$ cat src/rtl/alarm_timer_pkg.sv
// rtl/alarm_timer_pkg.sv - shared types and constants for the alarm timer bank
package alarm_timer_pkg;

    typedef enum logic [1:0] {
        IDLE  = 2'd0,
        RUN   = 2'd1,
        PAUSE = 2'd2
    } ch_state_e;

    localparam logic MODE_ONESHOT  = 1'b0;
    localparam logic MODE_PERIODIC = 1'b1;

    // Channel-select width; a single-channel bank still gets a 1-bit select.
    function automatic int ch_idx_w(input int n);
        return (n > 1) ? $clog2(n) : 1;
    endfunction

endpackage

$ cat src/rtl/alarm_timer_channel.sv
// rtl/alarm_timer_channel.sv - one timer channel: IDLE/RUN/PAUSE, one-shot or periodic terminal count
module alarm_timer_channel
    import alarm_timer_pkg::*;
#(
    parameter int CNT_W = 18
) (
    input  logic             clkSignal,
    input  logic             RST,
    input  logic             tick,
    input  logic             en,
    input  logic             stop,
    input  logic             load,
    input  logic [CNT_W-1:0] ld_val,
    input  logic             ld_mode,
    output logic             busy,
    output logic             finish,
    output logic [CNT_W-1:0] count
);

    ch_state_e        state_q, state_d;
    logic [CNT_W-1:0] counter_q, counter_d;
    logic [CNT_W-1:0] limit_q, limit_d;
    logic             mode_q, mode_d;
    logic             finish_q, finish_d;
    logic [CNT_W-1:0] counter_inc;

    always_ff @(posedge clkSignal or posedge RST) begin
        if (RST) begin
            state_q   <= IDLE;
            counter_q <= '0;
            limit_q   <= '0;
            mode_q    <= MODE_ONESHOT;
            finish_q  <= 1'b0;
        end else begin
            state_q   <= state_d;
            counter_q <= counter_d;
            limit_q   <= limit_d;
            mode_q    <= mode_d;
            finish_q  <= finish_d;
        end
    end

    // Priority: stop, then load, then counting; a load therefore masks a terminal count.
    always_comb begin
        state_d     = state_q;
        counter_d   = counter_q;
        limit_d     = limit_q;
        mode_d      = mode_q;
        finish_d    = 1'b0;
        counter_inc = counter_q + CNT_W'(1);

        if (stop) begin
            state_d   = IDLE;
            counter_d = '0;
        end else if (load) begin
            state_d   = RUN;
            counter_d = '0;
            limit_d   = ld_val;
            mode_d    = ld_mode;
        end else begin
            case (state_q)
                RUN, PAUSE: begin
                    if (!en) begin
                        state_d = PAUSE;
                    end else begin
                        state_d = RUN;
                        if (tick) begin
                            if (counter_inc == limit_q) begin
                                finish_d = 1'b1;
                                if (mode_q == MODE_PERIODIC) begin
                                    counter_d = '0;
                                end else begin
                                    counter_d = counter_inc;
                                    state_d   = IDLE;
                                end
                            end else begin
                                counter_d = counter_inc;
                            end
                        end
                    end
                end
                IDLE:    state_d = IDLE;
                default: state_d = IDLE;
            endcase
        end
    end

    always_comb begin
        busy   = (state_q == RUN) || (state_q == PAUSE);
        finish = finish_q;
        count  = counter_q;
    end

endmodule

$ cat src/rtl/alarm_timer_bank.sv
// rtl/alarm_timer_bank.sv - bank of N_CH alarm timers with shared load port; prescaler under ALARM_TIMER_PRESCALER_EN
module alarm_timer_bank
    import alarm_timer_pkg::*;
#(
    parameter int N_CH  = 4,
    parameter int CNT_W = 18,
    parameter int PRE_W = 8
) (
    input  logic                      clkSignal,
    input  logic                      RST,
    input  logic [N_CH-1:0]           EN,
    input  logic [N_CH-1:0]           stop,
    input  logic                      ld,
    input  logic [ch_idx_w(N_CH)-1:0] ld_ch,
    input  logic [CNT_W-1:0]          ld_val,
    input  logic                      ld_mode,
`ifdef ALARM_TIMER_PRESCALER_EN
    input  logic [PRE_W-1:0]          prescale,
`endif
    output logic                      ld_ack,
    output logic                      ld_err,
    output logic [N_CH-1:0]           busy,
    output logic [N_CH-1:0]           finish,
    output logic [N_CH*CNT_W-1:0]     count
);

    logic            ld_ack_q, ld_ack_d;
    logic            ld_err_q, ld_err_d;
    logic            ld_valid;
    logic [N_CH-1:0] load_vec;
    logic            tick;

    always_ff @(posedge clkSignal or posedge RST) begin
        if (RST) begin
            ld_ack_q <= 1'b0;
            ld_err_q <= 1'b0;
        end else begin
            ld_ack_q <= ld_ack_d;
            ld_err_q <= ld_err_d;
        end
    end

    // A rejected load touches no channel; a stop on the target channel still lets ld_ack pulse.
    always_comb begin
        ld_valid = ld && (32'(ld_ch) < N_CH) && (ld_val != '0);
        ld_ack_d = ld_valid;
        ld_err_d = ld && !ld_valid;
        load_vec = '0;
        for (int i = 0; i < N_CH; i++) begin
            load_vec[i] = ld_valid && (32'(ld_ch) == i);
        end
    end

    assign ld_ack = ld_ack_q;
    assign ld_err = ld_err_q;

`ifdef ALARM_TIMER_PRESCALER_EN
    logic [PRE_W-1:0] pre_q, pre_d;

    always_ff @(posedge clkSignal or posedge RST) begin
        if (RST) begin
            pre_q <= '0;
        end else begin
            pre_q <= pre_d;
        end
    end

    // The >= compare resynchronises at once if prescale is lowered below the running phase.
    always_comb begin
        if (pre_q >= prescale) begin
            pre_d = '0;
            tick  = 1'b1;
        end else begin
            pre_d = pre_q + PRE_W'(1);
            tick  = 1'b0;
        end
    end
`else
    logic [PRE_W-1:0] pre_unused;
    assign pre_unused = '0;
    assign tick       = 1'b1;
`endif

    for (genvar g = 0; g < N_CH; g++) begin : g_ch
        alarm_timer_channel #(
            .CNT_W(CNT_W)
        ) u_ch (
            .clkSignal(clkSignal),
            .RST      (RST),
            .tick     (tick),
            .en       (EN[g]),
            .stop     (stop[g]),
            .load     (load_vec[g]),
            .ld_val   (ld_val),
            .ld_mode  (ld_mode),
            .busy     (busy[g]),
            .finish   (finish[g]),
            .count    (count[g*CNT_W +: CNT_W])
        );
    end

endmodule

$ cat config.mk
export PLATFORM = sky130hd
export DESIGN_NAME = alarm_timer_bank
export DESIGN_NICKNAME = d
export VERILOG_FILES = /design/src/rtl/alarm_timer_pkg.sv /design/src/rtl/alarm_timer_channel.sv /design/src/rtl/alarm_timer_bank.sv
export SDC_FILE = /design/constraint.sdc
export NUM_CORES = 1
export LEC_CHECK = 0
export ABC_AREA = 1
export BUFFER_PORTS_ARGS = -buffer_cell sky130_fd_sc_hd__buf_2
export CAP_MARGIN = 20
export CORE_MARGIN = 2
export CORE_UTILIZATION = 60
export DETAILED_ROUTE_END_ITERATION = 6
export MAX_ROUTING_LAYER = met4
export PLACE_DENSITY = 0.77
export SLEW_MARGIN = 10
export SYNTH_ARGS = -nofsm -noshare
export SYNTH_HDL_FRONTEND = slang
export SYNTH_SLANG_ARGS = --single-unit
$ cat constraint.sdc
create_clock -name clkSignal -period 5.89 [get_ports clkSignal]
set_input_delay 0.2945 -clock clkSignal [delete_from_list [all_inputs] [get_ports clkSignal]]
set_output_delay 0.2945 -clock clkSignal [all_outputs]
set_load 0.01 [all_outputs]
==> metrics.md <==
| Metric | Value |
|---|---|
| Status | `complete, no violations` |
| WP data required | `6210 ps` |
| H-tree lvl count | `4` |
| Initial core utilization | `61.2%` |
| Final hold vios | `0` |
| Dpl cells | `1894` |
| DRC | `0` |
| IO Pins | `114` |
| Max cap viols | `0` |
| Fillers | `1562` |
| Cells after Synth | `1593` |
| Iter 0 DRT Violations | `841` |
| Root Buffer | `clkbuf_16` |
| Antenna violations before repair | `1` |
| Register bit total from synthesis | `162` |
| Syn nets | `1629` |
| Largest net degree at the start of global routing | `104` |
| Fin nets | `1724` |
| Die Area | `18700 sq um` |
| Netlist cell types | `37` |
| Worst-path clk slew | `60 ps` |
| First-pass GRT wire length | `48.2 mm` |
| CORE AREA | `17300 sq um` |
| Skew final | `7.27 ps` |
| # resized after CTS | `0` |
| Post-route ant nets | `0` |
| Rows | `48` |
| Sum Neg Setup Slack | `0 ps` |
| First-pass DRT Iterations | `5` |
| Worst hold margin | `29.8 ps` |
| Non-filler cells, final | `1927` |
| CP max FO | `18` |
| Normalized max-slew margin | `38.2%` |
| DR vias | `10400` |
| Layout cell share with drive strength beyond 1 | `13.3%` |
| Crit path kind | `reg2reg` |
| Fin area | `11800 sq um` |
| Placed Area | `11200 sq um` |
| Final period utilization | `42.3%` |
| CTS tree | `built` |
| CTS sink cnt | `162` |
| Synth warnings | `0` |
| Routed wire length | `30.1 mm` |
| VDD IR max | `0.000214 V` |
| Overflow after GRT | `0` |
| Final worst slack | `3400 ps` |
| Place WS | `3350 ps` |
| Reg area | `4050 sq um` |
| Max-slew violations | `0` |
| Hpwl dp | `21.6 mm` |
| Hold Buf Count CTS | `0` |
| Mapped cell area | `10600 sq um` |
| Pwr Total | `2.87 mW` |
| Post-synthesis sequential area ratio | `38.3%` |
| Most frequent cells in the layout | `nand2_1 (598), nand3_1 (204), inv_1 (177), nor2_1 (164), dfrtp_1 (162)` |
| Routability congestion estimate | `0.935` |
| Vias/cell | `5.40` |
| Vias in the first global route | `9541` |
| Multi-input logic area | `5600 sq um` |
| Core Util, Final | `68.4%` |
| Pwr per Cell Area | `242 nW/um^2` |
| # Post-CTS Setup Buffers | `0` |
| Commonest non-fill, non-tap cell in the layout | `nand2_1` |
| Startpoint types | `flop` |
| Worst-case clock buffer depth | `2` |
| Tmin final | `2490 ps` |
| Die height | `137 microns` |
| Leak pwr | `6.01 nW` |
| Crit path DAT | `2810 ps` |
| Final Setup Violations | `0` |
| Chip width | `137 microns` |
| Clock latency on the worst-skew pair | `430 ps` |
| CTS Buf Count | `17` |
| Syn Area/Cell | `6.64 sq um` |
| Crit path capture type | `flop` |
| WL/cell | `15.6 microns` |
| RSZ-0062 raised after global routing | `no` |
| Total GRT Usage | `34.3%` |
| Fmax | `0.401 GHz` |
| Worst-Margin Slew | `928 ps` |
| Area Overhead vs Synth | `11.8%` |
| Hold/Removal Path Class | `in2reg` |
| PortBufs | `113` |
## per-layer routing
metal | routed length [microns] | global-route usage [%] | share of wire [%]
met1 | 13200 | 45.6 | 44
met2 | 14100 | 54.2 | 47
met3 | 2070 | 5.41 | 6.9
met4 | 683 | 10.8 | 2.3
met5 | 0 | - | 0
## critical path: stages (launching register included)
cell and delay [ps]:
dfrtp_1 470, ha_1 270, nand3_2 150, inv_1 150, nand2_1 100, nand2_1 100, nand2_1 90, nand2_1 90
nand2_1 60, nor2_1 120, nand3_1 150, nor2_4 140, nand3_4 270, nand2_1 160, nand2_1 60
## registers in the layout, indices dropped and copies added (netlist names)
register / count
g_ch.u_ch.count: 72
g_ch.u_ch.limit_q: 72
g_ch.u_ch.state_q: 8
g_ch.u_ch.finish: 4
g_ch.u_ch.mode_q: 4
ld_ack: 1
ld_err: 1
## report_power, final
| part | switching (mW) | total [mW] | internal (mW) | leakage [nW] |
|---|---|---|---|---|
| sequential | 0.0787 | 1.30 | 1.22 | 2.13 |
| combinational | 0.279 | 0.424 | 0.145 | 3.60 |
| clock | 0.460 | 1.14 | 0.680 | 0.283 |
## synthesized netlist by cell type, drive strengths merged
cell,number,area share [%]
nor3,7,0.33
nor3b,1,0.071
dlygate4sd1,1,0.083
or2,5,0.30
a21oi,5,0.24
xnor3,5,1.1
xor3,3,0.67
buf,21,1.5
nand3b,1,0.071
nor4,3,0.18
nand4,29,1.7
inv,184,6.5
xnor2,6,0.50
dfrtp,162,38
and3,1,0.059
xor2,8,0.66
o21ai,75,3.6
clkbuf,17,0.60
nor2,201,8.5
nand3,216,11
and2,1,0.059
clkinv,10,0.35
o21bai,6,0.43
nand2,621,23
ha,4,0.47
## cell families (layout without fill, tap and decap cells)
group                    count (synthesis)  after routing  synth area share [%]
flip-flops                             162            162                  38.3
AO/OA/AOI/OAI                           86             86                  4.24
XOR/XNOR                                22             22                  2.90
AND/OR/NAND/NOR                       1086           1086                  45.1
other                                    0              1                     0
buffers and inverters                  233            341                  9.02
adder cells (fa/ha/maj)                  4              4                 0.473
## final cells by class
class | count | share of cell area, %
multi-input combinational | 1198 | 47.3
sequential | 162 | 34.2
inverter | 194 | 6.19
timing repair buffer | 115 | 4.90
clock buffer | 24 | 3.90
tap | 225 | 2.38
clock inverter | 8 | 1.09
antenna | 1 | 0.0211
## worst paths after layout
kind | from | end | slack (ps) | depth (start not counted)
worst max-delay path | g_ch[3].u_ch.count[0] | g_ch[3].u_ch.count[9] | 3400 | 14
worst min-delay path | EN[0] | g_ch[0].u_ch.state_q[1] | 30 | 2
worst max register to register | g_ch[3].u_ch.count[0] | g_ch[3].u_ch.count[9] | 3400 | 14
worst min register to register | g_ch[2].u_ch.limit_q[17] | g_ch[2].u_ch.limit_q[17] | 530 | 2
max in group asynchronous | RST | g_ch[3].u_ch.count[8] | 4490 | 3
min in group asynchronous | RST | g_ch[2].u_ch.count[1] | 80 | 2
No activity file was read; power rests on OpenSTA's default activity.
